## src/rtl/uart_tx_fifo_if.sv

```systemverilog
// Host/serializer handshake bundle for uart_tx_fifo: write port, launch port and status.
// The host side (master) drives writes and the completion tick; the FIFO (slave) drives the rest.
interface uart_tx_fifo_if #(
  parameter int DATA_W = 8,
  parameter int ADDR_W = 4
);
  logic              wr_en;
  logic [DATA_W-1:0] wr_data;
  logic              tx_done_tick;
  logic              tx_start;
  logic [DATA_W-1:0] tx_din;
  logic              full;
  logic              empty;
  logic [ADDR_W:0]   count;
  logic              overflow;

  modport master (
    output wr_en, wr_data, tx_done_tick,
    input  tx_start, tx_din, full, empty, count, overflow
  );

  modport slave (
    input  wr_en, wr_data, tx_done_tick,
    output tx_start, tx_din, full, empty, count, overflow
  );
endinterface

```

## src/rtl/uart_tx_fifo.sv

```systemverilog
// Transmit FIFO feeding uart_tx: buffers host bytes in a circular store and launches them
// one at a time, waiting for the serializer's done tick between launches.
module uart_tx_fifo #(
  parameter int DATA_W = 8,
  parameter int ADDR_W = 4
) (
  input  logic           clk,
  input  logic           reset,
  uart_tx_fifo_if.slave  bus
);

  localparam int              DEPTH    = 1 << ADDR_W;
  localparam logic [ADDR_W:0] FULL_CNT = {1'b1, {ADDR_W{1'b0}}};

  typedef enum logic {S_IDLE, S_BUSY} state_t;

  logic [DATA_W-1:0] mem [DEPTH];

  state_t            state_q, state_d;
  logic [ADDR_W-1:0] wp_q, wp_d;
  logic [ADDR_W-1:0] rp_q, rp_d;
  logic [ADDR_W:0]   count_q, count_d;
  logic              tx_start_q, tx_start_d;
  logic [DATA_W-1:0] tx_din_q, tx_din_d;
  logic              overflow_q, overflow_d;

  logic full, empty, wr_acc, pop;

  // Flags come from the registered count, so a same-cycle pop never frees a slot early.
  assign full   = (count_q == FULL_CNT);
  assign empty  = (count_q == '0);
  assign wr_acc = bus.wr_en && !full;
  assign pop    = (state_q == S_IDLE) && !empty;

  always_comb begin
    state_d    = state_q;
    wp_d       = wp_q;
    rp_d       = rp_q;
    count_d    = count_q;
    tx_start_d = 1'b0;
    tx_din_d   = tx_din_q;
    overflow_d = bus.wr_en && full;

    if (wr_acc) begin
      wp_d = wp_q + ADDR_W'(1);
    end

    unique case (state_q)
      S_IDLE: begin
        if (pop) begin
          tx_din_d   = mem[rp_q];
          rp_d       = rp_q + ADDR_W'(1);
          tx_start_d = 1'b1;
          state_d    = S_BUSY;
        end
      end
      S_BUSY: begin
        if (bus.tx_done_tick) begin
          state_d = S_IDLE;
        end
      end
      default: state_d = S_IDLE;
    endcase

    unique case ({wr_acc, pop})
      2'b10:   count_d = count_q + (ADDR_W+1)'(1);
      2'b01:   count_d = count_q - (ADDR_W+1)'(1);
      default: count_d = count_q;
    endcase
  end

  always_ff @(posedge clk or posedge reset) begin
    if (reset) begin
      state_q    <= S_IDLE;
      wp_q       <= '0;
      rp_q       <= '0;
      count_q    <= '0;
      tx_start_q <= 1'b0;
      tx_din_q   <= '0;
      overflow_q <= 1'b0;
    end else begin
      state_q    <= state_d;
      wp_q       <= wp_d;
      rp_q       <= rp_d;
      count_q    <= count_d;
      tx_start_q <= tx_start_d;
      tx_din_q   <= tx_din_d;
      overflow_q <= overflow_d;
    end
  end

  // Storage carries no reset; stale entries are unreachable once the pointers clear.
  always_ff @(posedge clk) begin
    if (wr_acc) begin
      mem[wp_q] <= bus.wr_data;
    end
  end

  assign bus.tx_start = tx_start_q;
  assign bus.tx_din   = tx_din_q;
  assign bus.full     = full;
  assign bus.empty    = empty;
  assign bus.count    = count_q;
  assign bus.overflow = overflow_q;

endmodule

```

## src/flat_wrapper.sv

```systemverilog
// flat-port wrapper written by rule: the top's interface ports become plain ports
module uart_tx_fifo_flat 
#(
  parameter int DATA_W = 8,
  parameter int ADDR_W = 4
)
  (clk, reset, bus_wr_en, bus_wr_data, bus_tx_done_tick, bus_tx_start, bus_tx_din, bus_full, bus_empty, bus_count, bus_overflow);
  uart_tx_fifo_if #(.DATA_W(DATA_W), .ADDR_W(ADDR_W)) bus_i ();
  input  logic clk;
  input  logic reset;
  input wire logic [$bits(bus_i.wr_en)-1:0] bus_wr_en;
  input wire logic [$bits(bus_i.wr_data)-1:0] bus_wr_data;
  input wire logic [$bits(bus_i.tx_done_tick)-1:0] bus_tx_done_tick;
  output wire logic [$bits(bus_i.tx_start)-1:0] bus_tx_start;
  output wire logic [$bits(bus_i.tx_din)-1:0] bus_tx_din;
  output wire logic [$bits(bus_i.full)-1:0] bus_full;
  output wire logic [$bits(bus_i.empty)-1:0] bus_empty;
  output wire logic [$bits(bus_i.count)-1:0] bus_count;
  output wire logic [$bits(bus_i.overflow)-1:0] bus_overflow;
  assign bus_i.wr_en = bus_wr_en;
  assign bus_i.wr_data = bus_wr_data;
  assign bus_i.tx_done_tick = bus_tx_done_tick;
  assign bus_tx_start = bus_i.tx_start;
  assign bus_tx_din = bus_i.tx_din;
  assign bus_full = bus_i.full;
  assign bus_empty = bus_i.empty;
  assign bus_count = bus_i.count;
  assign bus_overflow = bus_i.overflow;
  uart_tx_fifo #(.DATA_W(DATA_W), .ADDR_W(ADDR_W)) u_core (.clk(clk), .reset(reset), .bus(bus_i));
endmodule
```

## config.mk

```make
export PLATFORM = sky130hd
export DESIGN_NAME = uart_tx_fifo_flat
export DESIGN_NICKNAME = d
export VERILOG_FILES = /design/src/rtl/uart_tx_fifo_if.sv /design/src/rtl/uart_tx_fifo.sv /design/src/flat_wrapper.sv
export SDC_FILE = /design/constraint.sdc
export NUM_CORES = 1
export LEC_CHECK = 0
export BUFFER_PORTS_ARGS = -buffer_cell sky130_fd_sc_hd__buf_2
export CAP_MARGIN = 5
export CORE_MARGIN = 8
export CORE_UTILIZATION = 50
export DETAILED_ROUTE_END_ITERATION = 6
export GPL_TIMING_DRIVEN = 0
export PLACE_DENSITY = 0.67
export SYNTH_ARGS = -nofsm -noshare
export SYNTH_HDL_FRONTEND = slang
export SYNTH_SLANG_ARGS = --single-unit
export TNS_END_PERCENT = 30
```

## constraint.sdc

```tcl
create_clock -name clk -period 3.05 [get_ports clk]
set_input_delay 0.305 -clock clk [delete_from_list [all_inputs] [get_ports clk]]
set_output_delay 0.305 -clock clk [all_outputs]
set_load 0.01 [all_outputs]
```

==> flow_summary.ini <==
[routing]
routedWlPerCell_um = 21.8
postRouteAntennaNets = 0
drtPass1Iterations = 4
vias = 3022
routed_wl_um = 11400
drt_iter0_drc = 269
drcViolationCount = 0
via_per_inst = 5.80

[timing]
slew_violations = 0
setup_violations = 0
finalHoldViolCount = 0
fin_worst_skew_ps = 10.0
rsz0062_at_grt = no
relSlewSlack_pct = 12.0
period_minus_slack_ps = 2870
clock.fmax_ghz = 0.348
tns_ps = 0
tightest_slew_ps = 1310
post-route-period-util_pct = 94.2

[final_layout]
stdcell_count = 521
utilization_pct = 59.5
nets = 386
nFillCells = 847
multi_input_area_um2 = 1530
final_cell_mix = edfxtp_1, buf_2, dfrtp_1, mux4_2, clkbuf_16
antenna_cells = 0
area_growth_pct = 16.8
regArea_um2 = 4450
drive_gt1_share_pct = 27.3
postLayoutCellArea_um2 = 7090
layout_commonest_cell = edfxtp_1

[cts]
clk_latency_ps = 410
cts_tree = built
path_clk_slew_ps = 60
cts_inserted_buffers = 17
htree_levels = 4
clockRootBuffer = clkbuf_16
cts_hold_buffers = 0
clockBufferDepth = 2
numClockSinks = 152

[die]
fp.dieW_um = 126
die-area_um2 = 15900
rows = 40
pin_count = 29
start_util_pct = 51.0
die_h_um = 126
core_um2 = 11900

[setup_path]
cp_max_fo = 9
critPathCaptureType = register
path_cells = nor4_4 -> nand2_1 -> and2_2 -> inv_2 -> ha_4 -> inv_1 -> fa_2 -> nor2b_1 -> o21ai_0 -> nand3_1 -> or3b_2 -> xnor2_1
crit_arrival_ps = 3170
cp_slowest_stage_delay_ps = 450
startpoint_type = register
r2r_slack_ps = 180
cp.required_ps = 3340
crit_type = reg -> reg
critPathSlowestCell = or3b_2

[pwr]
p_per_area_nw_per_um2 = 988
p_leak_nw = 2.49
irDropWorstVdd_v = 0.000511
power_mw = 7.00

[logic_synthesis]
ys.warnings.count = 0
ys_seq_area_share_pct = 73.2
synth_largest_area_cell = edfxtp_1
yosysTopAreaCellShare_pct = 63.3
synth_edf_count = 128
synth_ff_type = edfxtp_1
yosys-top-cells-area = edfxtp_1, dfrtp_1, mux4_2
syn_nets = 337
postSynthAreaPerCell_um2 = 19.3
ys_seq_elements = 152
netlist_area_um2 = 6070
synth_cell_types = 32
synthArstFlopShare_pct = 15.8
synthCells = 315

[global_routing]
antenna_found_initial = 0
grt_pass1_vias = 3083
grtUsageTotal_pct = 15.3
grt_max_degree = 25
grt_pass1_wl_um = 17800
grt_overflow = 0

[min_path]
hold_class = in -> reg

[place]
gp_congestion = 0.758
dp_cells = 490
dp_hpwl_um = 7300
placed_cell_area_um2 = 6400
portBuffers = 28

[run]
drv_cap = 0

[run_status]
outcome = finished, final reports clean
## kinds of logic (layout without fill, tap and decap cells)
group	count (synthesis)	after routing	synth area share, %
adder cells (fa/ha/maj)	10	10	2.19
flip-flops	152	152	73.2
AND/OR/NAND/NOR	40	40	3.22
XOR/XNOR	10	10	1.44
multiplexers	43	43	14.7
buffers and inverters	27	86	2.16
AO/OA/AOI/OAI	33	33	3.09
## Yosys cell counts (all sizes together) (7+ instances only)
cell type,count
mux2,9
xnor2,7
clkbuf,8
buf,9
edfxtp,128
dfrtp,24
a21oi,12
inv,10
mux4,32
o22ai,16
ha,9
nand2,11
nor2,12
## flip-flops by register name, summed over array words and instances (netlist names)
register and count:
u_core.wp_q 4, u_core.rp_q 4, u_core.bus.tx_start 1, u_core.mem 128, u_core.bus.overflow 1, u_core.bus.tx_din 8
u_core.bus.count 5, u_core.state_q 1
## power breakdown
group	internal, mW	total [mW]	leakage, nW	switching [mW]
Sequential	2.59	2.75	1.43	0.164
Combinational	0.931	1.99	0.754	1.06
Clock	1.51	2.26	0.307	0.749
## metrics by stage
stage	hold WS [ps]	setup slack, ps
2_1_floorplan	320	109
3_3_place_gp	485	-158
3_5_place_dp	490	-185
4_1_cts	48.8	5.39
5_1_grt	58.4	49.4
6_report	62.3	176
## worst max-delay path, delay by kind of cell, from the launching register on
family / cells / cell delay (ps)
adders and majority gates: 2 / 520
DFF: 1 / 440
AOI/OAI and AO/OA: 1 / 120
buffers and inverters: 2 / 170
and+or+nand+nor: 6 / 1370
xor gates and xnor gates: 1 / 130
## final cells by class
type	instances	share of cell area, %
flip-flops and latches	152	62.7
plain buffers	16	1.25
multi-input cells	136	21.6
well taps	147	2.60
inverters	10	0.530
repair buffers	31	2.30
clock buffers	18	6.06
clock inverters	11	2.90
## worst paths after layout
kind,from,to,cells past startpoint
worst max-delay path,u_core.bus.count[0]$_DFFE_PP0P_,u_core.bus.count[4]$_DFFE_PP0P_,12
worst max register to register,u_core.bus.count[0]$_DFFE_PP0P_,u_core.bus.count[4]$_DFFE_PP0P_,12
max in group asynchronous,reset,u_core.bus.count[0]$_DFFE_PP0P_,2
worst min register to register,u_core.state_q$_DFF_PP0_,u_core.state_q$_DFF_PP0_,1
worst min-delay path,bus_tx_done_tick,u_core.state_q$_DFF_PP0_,2
min in group asynchronous,reset,u_core.rp_q[2]$_DFFE_PP0P_,2
## repair_timing
action	4_1_cts	5_1_grt
endpoints found under the hold margin	0	0
gates resized for setup	2	5
setup endpoints to repair	1	1
setup buffers	1	2
cloned	0	0
pin swaps	1	1
## layer usage
| layer | vias to the layer above | share of wire [%] | global-route usage, % |
|---|---|---|---|
| met3 | 13 | 6.8 | 5.15 |
| met2 | 107 | 50 | 24.5 |
| met5 | - | 0 | 0 |
| li1 | 1359 | - | - |
| met4 | 0 | 1.2 | 5.10 |
| met1 | 1543 | 42 | 19.2 |
Note: power is estimated with default switching activity, not from simulation.
